**src/rtl/spi_slave_gen.sv**
```systemverilog
`default_nettype none
// ============================================================================
// Module   : spi_slave_gen
// Purpose  : Generic SPI slave. Oversamples the SPI pins with the system clock,
//            shifts DATA_W-bit words in on mosi and out on miso, and exchanges
//            whole words with the host side through valid/ready handshakes.
//            Several words may be carried back-to-back under one cs assertion.
// Ports    : clk, rst              - system clock, synchronous active-high reset
//            sclk, cs, mosi        - asynchronous SPI pins (cs active-low)
//            miso                  - serial data out (0 while cs is high)
//            rx_data/valid/ready   - received word stream (held until taken)
//            tx_data/valid/ready   - word to send, 1-entry buffer
//            busy                  - synchronised cs is asserted
//            frame_err             - 1-cycle pulse: cs rose with a partial word
//            rx_overrun            - 1-cycle pulse: unread rx word overwritten
//            tx_underrun           - 1-cycle pulse: TX_IDLE sent, buffer empty
// Revision : 1.0 - initial release
// ============================================================================
module spi_slave_gen #(
  parameter int                DATA_W    = 8,
  parameter int                CPOL      = 0,
  parameter int                CPHA      = 0,
  parameter int                LSB_FIRST = 0,
  parameter logic [DATA_W-1:0] TX_IDLE   = '0
) (
  input  logic              clk,
  input  logic              rst,
  input  logic              sclk,
  input  logic              cs,
  input  logic              mosi,
  output logic              miso,
  output logic [DATA_W-1:0] rx_data,
  output logic              rx_valid,
  input  logic              rx_ready,
  input  logic [DATA_W-1:0] tx_data,
  input  logic              tx_valid,
  output logic              tx_ready,
  output logic              busy,
  output logic              frame_err,
  output logic              rx_overrun,
  output logic              tx_underrun
);

  localparam int                 C_CNT_W     = $clog2(DATA_W);
  localparam logic [C_CNT_W-1:0] C_CNT_LAST  = C_CNT_W'(DATA_W - 1);
  localparam logic [C_CNT_W-1:0] C_CNT_ONE   = C_CNT_W'(1);
  localparam logic               C_SCLK_IDLE = (CPOL != 0);

  // --------------------------------------------------------------------------
  // Pin synchronisers. The third sclk/cs flop holds the previous synchronised
  // value so edges are seen for exactly one clk cycle.
  // --------------------------------------------------------------------------
  logic sclk_s1_q, sclk_s2_q, sclk_d3_q;
  logic cs_s1_q, cs_s2_q, cs_d3_q;
  logic mosi_s1_q, mosi_s2_q;

  always_ff @(posedge clk) begin
    if (rst) begin
      sclk_s1_q <= C_SCLK_IDLE;
      sclk_s2_q <= C_SCLK_IDLE;
      sclk_d3_q <= C_SCLK_IDLE;
      cs_s1_q   <= 1'b1;
      cs_s2_q   <= 1'b1;
      cs_d3_q   <= 1'b1;
      mosi_s1_q <= 1'b0;
      mosi_s2_q <= 1'b0;
    end else begin
      sclk_s1_q <= sclk;
      sclk_s2_q <= sclk_s1_q;
      sclk_d3_q <= sclk_s2_q;
      cs_s1_q   <= cs;
      cs_s2_q   <= cs_s1_q;
      cs_d3_q   <= cs_s2_q;
      mosi_s1_q <= mosi;
      mosi_s2_q <= mosi_s1_q;
    end
  end

  // --------------------------------------------------------------------------
  // Edge classification
  // --------------------------------------------------------------------------
  logic w_sclk_rise, w_sclk_fall;
  logic w_lead, w_trail;
  logic w_sample, w_shift;
  logic w_active, w_cs_fall, w_cs_rise;

  assign w_sclk_rise = sclk_s2_q & ~sclk_d3_q;
  assign w_sclk_fall = ~sclk_s2_q & sclk_d3_q;
  assign w_lead      = (CPOL != 0) ? w_sclk_fall : w_sclk_rise;
  assign w_trail     = (CPOL != 0) ? w_sclk_rise : w_sclk_fall;
  assign w_sample    = (CPHA != 0) ? w_trail : w_lead;
  assign w_shift     = (CPHA != 0) ? w_lead : w_trail;
  assign w_active    = ~cs_s2_q;
  assign w_cs_fall   = ~cs_s2_q & cs_d3_q;
  assign w_cs_rise   = cs_s2_q & ~cs_d3_q;

  // --------------------------------------------------------------------------
  // Bit-order helpers: the transmit register always keeps the next bit to be
  // presented at the end selected by LSB_FIRST.
  // --------------------------------------------------------------------------
  function automatic logic first_bit(input logic [DATA_W-1:0] w);
    return (LSB_FIRST != 0) ? w[0] : w[DATA_W-1];
  endfunction

  function automatic logic [DATA_W-1:0] advance(input logic [DATA_W-1:0] w);
    return (LSB_FIRST != 0) ? {1'b0, w[DATA_W-1:1]} : {w[DATA_W-2:0], 1'b0};
  endfunction

  // --------------------------------------------------------------------------
  // State
  // --------------------------------------------------------------------------
  logic [C_CNT_W-1:0] cnt_q, cnt_d;
  logic               wrap_q, wrap_d;        // word done, next shift edge loads
  logic [DATA_W-1:0]  rx_sr_q, rx_sr_d;
  logic [DATA_W-1:0]  tx_sr_q, tx_sr_d;
  logic               miso_q, miso_d;
  logic [DATA_W-1:0]  rx_data_q, rx_data_d;
  logic               rx_valid_q, rx_valid_d;
  logic [DATA_W-1:0]  txbuf_q, txbuf_d;
  logic               txfull_q, txfull_d;
  logic               frame_err_q, frame_err_d;
  logic               rx_overrun_q, rx_overrun_d;
  logic               tx_underrun_q, tx_underrun_d;

  logic               w_tx_hs;
  logic               w_load;
  logic [DATA_W-1:0]  w_load_word;
  logic [DATA_W-1:0]  w_rx_next;

  assign w_tx_hs = tx_valid & ~txfull_q;

  // A word load happens at the start of a frame and at every word boundary
  // inside a frame. An incoming tx word may bypass the empty buffer.
  assign w_load      = w_active & (w_cs_fall | (w_shift & wrap_q));
  assign w_load_word = txfull_q ? txbuf_q : (w_tx_hs ? tx_data : TX_IDLE);

  assign w_rx_next = (LSB_FIRST != 0) ? {mosi_s2_q, rx_sr_q[DATA_W-1:1]}
                                      : {rx_sr_q[DATA_W-2:0], mosi_s2_q};

  always_comb begin
    cnt_d         = cnt_q;
    wrap_d        = wrap_q;
    rx_sr_d       = rx_sr_q;
    tx_sr_d       = tx_sr_q;
    miso_d        = miso_q;
    rx_data_d     = rx_data_q;
    rx_valid_d    = rx_valid_q;
    txbuf_d       = txbuf_q;
    txfull_d      = txfull_q;
    frame_err_d   = 1'b0;
    rx_overrun_d  = 1'b0;
    tx_underrun_d = 1'b0;

    // Receive handshake; a word completing this cycle overrides the clear.
    if (rx_valid_q && rx_ready) begin
      rx_valid_d = 1'b0;
    end

    // Transmit buffer
    if (w_tx_hs) begin
      txbuf_d  = tx_data;
      txfull_d = 1'b1;
    end
    if (w_load) begin
      txfull_d      = 1'b0;
      tx_underrun_d = ~txfull_q & ~w_tx_hs;
    end

    if (!w_active) begin
      // Deselected: ignore sclk/mosi. A nonzero count means cs rose mid-word.
      cnt_d       = '0;
      wrap_d      = 1'b0;
      miso_d      = 1'b0;
      frame_err_d = w_cs_rise & (cnt_q != '0);
    end else if (w_cs_fall) begin
      cnt_d  = '0;
      wrap_d = 1'b0;
      if (CPHA != 0) begin
        // First bit goes out on the first leading edge.
        tx_sr_d = w_load_word;
        miso_d  = 1'b0;
      end else begin
        miso_d  = first_bit(w_load_word);
        tx_sr_d = advance(w_load_word);
      end
    end else begin
      if (w_sample) begin
        rx_sr_d = w_rx_next;
        if (cnt_q == C_CNT_LAST) begin
          cnt_d        = '0;
          wrap_d       = 1'b1;
          rx_data_d    = w_rx_next;
          rx_valid_d   = 1'b1;
          rx_overrun_d = rx_valid_q & ~rx_ready;
        end else begin
          cnt_d = cnt_q + C_CNT_ONE;
        end
      end
      if (w_shift) begin
        if (wrap_q) begin
          // Word boundary: present the first bit of the next word.
          wrap_d  = 1'b0;
          miso_d  = first_bit(w_load_word);
          tx_sr_d = advance(w_load_word);
        end else begin
          miso_d  = first_bit(tx_sr_q);
          tx_sr_d = advance(tx_sr_q);
        end
      end
    end
  end

  always_ff @(posedge clk) begin
    if (rst) begin
      cnt_q         <= '0;
      wrap_q        <= 1'b0;
      rx_sr_q       <= '0;
      tx_sr_q       <= '0;
      miso_q        <= 1'b0;
      rx_data_q     <= '0;
      rx_valid_q    <= 1'b0;
      txbuf_q       <= '0;
      txfull_q      <= 1'b0;
      frame_err_q   <= 1'b0;
      rx_overrun_q  <= 1'b0;
      tx_underrun_q <= 1'b0;
    end else begin
      cnt_q         <= cnt_d;
      wrap_q        <= wrap_d;
      rx_sr_q       <= rx_sr_d;
      tx_sr_q       <= tx_sr_d;
      miso_q        <= miso_d;
      rx_data_q     <= rx_data_d;
      rx_valid_q    <= rx_valid_d;
      txbuf_q       <= txbuf_d;
      txfull_q      <= txfull_d;
      frame_err_q   <= frame_err_d;
      rx_overrun_q  <= rx_overrun_d;
      tx_underrun_q <= tx_underrun_d;
    end
  end

  // --------------------------------------------------------------------------
  // Outputs. miso is gated so it drops in the same cycle cs is seen high.
  // --------------------------------------------------------------------------
  assign miso        = miso_q & ~cs_s2_q;
  assign rx_data     = rx_data_q;
  assign rx_valid    = rx_valid_q;
  assign tx_ready    = ~txfull_q;
  assign busy        = ~cs_s2_q;
  assign frame_err   = frame_err_q;
  assign rx_overrun  = rx_overrun_q;
  assign tx_underrun = tx_underrun_q;

endmodule
`default_nettype wire

```
**config.mk**
```make
export PLATFORM = sky130hd
export DESIGN_NAME = spi_slave_gen
export DESIGN_NICKNAME = d
export VERILOG_FILES = /design/src/rtl/spi_slave_gen.sv
export SDC_FILE = /design/constraint.sdc
export NUM_CORES = 1
export LEC_CHECK = 0
export CAP_MARGIN = 40
export CORE_UTILIZATION = 45
export DETAILED_ROUTE_END_ITERATION = 12
export DONT_BUFFER_PORTS = 1
export GPL_ROUTABILITY_DRIVEN = 0
export PLACE_DENSITY = 0.69
export SYNTH_ARGS = -nofsm -noshare
export SYNTH_HDL_FRONTEND = slang
export SYNTH_SLANG_ARGS = --single-unit
```
**constraint.sdc**
```tcl
create_clock -name clk -period 2.5 [get_ports clk]
set_input_delay 0.5 -clock clk [delete_from_list [all_inputs] [get_ports clk]]
set_output_delay 0.5 -clock clk [all_outputs]
set_load 0.01 [all_outputs]
```
== Word level (Yosys, flattened, before mapping) ==
Cells that the tools add are included.
W data, S select, Z words.

* Input bits: 15
* Output and inout port bits: 15
* Word-level logic and storage cells: 75
* Bits in registers: 49

* Add/sub/neg operators: 1
* Muxes and demuxes: 18
* Reductions and logical operators: 12
* Bitwise logic cells: 23
* Equal/unequal tests: 1

{| class="wikitable"
|+ Operators by type and width
! kind !! number
|-
| $mux W8 || 5
|-
| $mux W1 || 12
|-
| $and A1 B1 Y1 || 11
|-
| $not A1 Y1 || 11
|-
| $reduce_or A2 Y1 || 4
|-
| $reduce_or A5 Y1 || 1
|-
| $reduce_and A4 Y1 || 1
|-
| $add A3 B1 Y3 const B || 1
|-
| $eq A3 B3 Y1 const B || 1
|-
| $mux W3 || 1
|-
| $reduce_and A3 Y1 || 1
|-
| $reduce_bool A3 Y1 || 1
|-
| $reduce_or A3 Y1 || 1
|-
| $reduce_and A2 Y1 || 1
|-
| $reduce_bool A2 Y1 || 1
|-
| $logic_and A1 B1 Y1 || 1
|-
| $or A1 B1 Y1 || 1
|}

== Longest topological paths before layout ==
* Word-level depth: 7
* Gate-level depth with buffers: 6
* Depth with buffers taken out: 5

== Worst setup path before layout ==
OpenSTA, ideal clock, no wires.

* Kind: input port to flip-flop
* Start: input rst
* End: register rx_valid_q (netlist: rx_valid)
* Arrival time: 1.265 ns
* Slack: 1.143 ns
* Setup time: 0.092 ns
* Stages on the path: 3
* Data required time: 2.408 ns
* Buffers on the path: 1
* Cell sequence: clkbuf_1 or3_2 o32ai_1

{| class="wikitable"
|+ RTL lines
! item !! line !! source
|-
| from (decl) || 27 || <nowiki>input logic rst,</nowiki>
|-
| to (signal assigned) || 234 || <nowiki>rx_valid_q <= rx_valid_d;</nowiki>
|-
| to (decl) || 118 || <nowiki>logic rx_valid_q, rx_valid_d;</nowiki>
|}

== Worst setup path in the final report ==
* Start: register txfull_q
* End: output tx_ready

* Longest elaborated chain between the ends: 1

{| class="wikitable"
|+ Ends and longest elaborated chain
! item !! line !! source
|-
| from (decl) || 120 || <nowiki>logic txfull_q, txfull_d;</nowiki>
|-
| from (signal assigned) || 236 || <nowiki>txfull_q <= txfull_d;</nowiki>
|-
| $not A1 Y1 || 249 || <nowiki>assign tx_ready = ~txfull_q;</nowiki>
|-
| to (decl) || 37 || <nowiki>output logic tx_ready,</nowiki>
|}

No other way between the ends.

==> impl_metrics.ini <==
[status]
status = complete, no violations

[detailed_routing]
drt-pass1-iter-count = 4
drc = 0
drtAntennaViolNets = 0
finalWirelength_um = 3740
drtIter0Drc = 86
wl_per_cell_um = 13.8
vias_per_cell = 5.38
vias = 1457

[clock_network]
clockRootBuffer = clkbuf_8
cts_hold_buf = 0
cts_tree = done
post_cts_buffers = 0
clockBufferDepth = 2
clock_sinks = 48
cts_resized = 0
clk_pin_slew_ns = 0.09
cts-htree-levels = 2
clk-insertion-delay-late_ns = 0.31
cts-buffers-inserted = 5

[logic_synthesis]
synth_edf_count = 0
synth_xor_area_share_pct = 0
netlist_area_um2 = 1970
synthCells = 224
synth-simple-area-share_pct = 24.4
ys_async_sr_fraction_pct = 0
yosysUniqueCellTypes = 33
ys_warn_count = 0
synth-adder-area-share_pct = 2.54
synth-seq-cells = 48
synth_top_family_by_area = simple AND/OR/NAND/NOR gates
synth_compound_area_share_pct = 18.7
synth_nets = 243
synth_top_area_share_pct = 48.8
synth.area.mux_share_pct = 0
syn_avg_cell_area_um2 = 8.80
synthTopCellsByArea = dfxtp_1, nand2_1, a21oi_1
seq_area_frac_synth_pct = 48.8
synthFlopType = dfxtp_1
yosysTopAreaCell = dfxtp_1

[layout]
nets = 239
area_delta_synth_final_pct = 6.10
final_cell_mix = nand2_1, dfxtp_1, a21oi_1
final_layout_size_suffix_gt1_share_pct = 12.7
antenna_cells = 0

[sta]
min_period_ns = 1.61
final_max_slew_viol_count = 0
worstMarginPinSlew_ns = 0.497
fmax_ghz = 0.621
fin_crit_sh_pct = 64.4
setup_viol = 0
relSlewSlack_pct = 66.6
rsz0062_at_grt = false
fin_tns_setup_ns = 0
skew_ns = 0.0117
hold_slack_ns = 0.259
hold_viol_final = 0

[die]
die_y_um = 68.2
die_width_um = 68.2
core-area_um2 = 4120
num_io_pins = 30
die-area_um2 = 4650
initial_core_util_pct = 47.9
rows = 23

[placement]
port_buffers = 0
dpl.hpwl_um = 2520

[critical_path]
end_kind = output pin
cpPeakStageDelay_ns = 0.63
slowest_stage = dfxtp_1
worst_setup_path_start_kind = flop
path_cells = inv_1
cp_top_family = flip-flops
crit_required_ns = 2.00
path_max_fanout = 17
crit_buf_inv = 1
cp.arrival_ns = 1.11
crit_type = flop to output pin

[pwr]
finalPower_mw = 1.43
p_leak_nw = 0.700
power_density_nw_per_um2 = 686
max-vdd-ir-drop_mv = 0.404

[flow_run]
cap_violations = 0

[global_routing]
gr-total-overflow = 0
antenna_found_initial = 0
grt_pass1_wl_um = 6020
track_usage_pct = 18.1
grt_pass1_vias = 1354
grt_start_max_net_pins = 46

[hold_path]
hold_path.class = input port to flop
-- where the power goes --
group,switching [mW],internal [mW]
Sequential,0.0136,0.780
Clock,0.261,0.327
Combinational,0.0301,0.0234
Total,0.305,1.13
-- Yosys cell counts, drive strengths merged, types with 2 or more instances --
| cell type | instances |
|---|---|
| a22o | 2 |
| nand3b | 6 |
| or2 | 4 |
| a21oi | 36 |
| nand2 | 49 |
| o211ai | 12 |
| o21ai | 2 |
| buf | 8 |
| inv | 6 |
| dfxtp | 48 |
| nor2 | 10 |
| clkbuf | 6 |
| nand2b | 2 |
| nand3 | 9 |
| nor2b | 10 |
| ha | 4 |
-- kinds of logic (layout without fill, tap and decap cells) --
kind of cell | Yosys count | count (layout)
compound gates | 56 | 56
fa+ha+maj | 4 | 4
buf+inv | 20 | 17
flops | 48 | 48
simple gates | 96 | 96
-- routing by layer --
layer | vias up | global-route usage, % | part of all wire, %
met5 | - | 0 | 0
met4 | 0 | 10.4 | 2.3
met3 | 10 | 6.33 | 4.8
met2 | 36 | 29.0 | 48
met1 | 664 | 20.7 | 45
li1 | 747 | - | -
-- flip-flops by register name, indices dropped and copies added (netlist names), 3 cells and up --
name,count
txbuf_q,8
tx_sr_q,7
cnt_q,3
rx_sr_q,7
rx_data,8
-- area by class of cell --
class	instances	area (um^2)
Inverter	6	22.5
Sequential cell	48	961
Multi-Input combinational cell	156	901
Tap cell	50	62.6
Fill cell	400	2020
Timing Repair Buffer	3	22.5
Clock buffer	6	82.6
Clock inverter	2	38.8
-- worst paths after layout --
path	from	end	slack, ns	cells after the start
setup / recovery	txfull_q$_SDFFE_PP0N_	tx_ready	0.89	1
hold / removal	rst	sclk_s2_q$_SDFF_PP0_	0.26	1
setup reg to reg	cs_d3_q$_SDFF_PP1_	tx_underrun$_SDFF_PP0_	0.95	4
hold reg to reg	cs_s1_q$_SDFF_PP1_	cs_s2_q$_SDFF_PP1_	0.42	1
-- stage by stage --
| step | utilization [%] | area, um^2 | setup slack (ns) | instances |
|---|---|---|---|---|
| after floorplan | - | 1970 | 1.14 | 224 |
| after global placement | 47.9 | 1970 | 0.996 | 263 |
| after detailed placement | 47.9 | 1970 | 0.973 | 263 |
| after CTS | 50.8 | 2090 | 0.875 | 271 |
| after global routing | 50.8 | 2090 | 0.797 | 271 |
| final | 50.8 | 2090 | 0.889 | 271 |
Note: power is estimated with default switching activity, not from simulation.
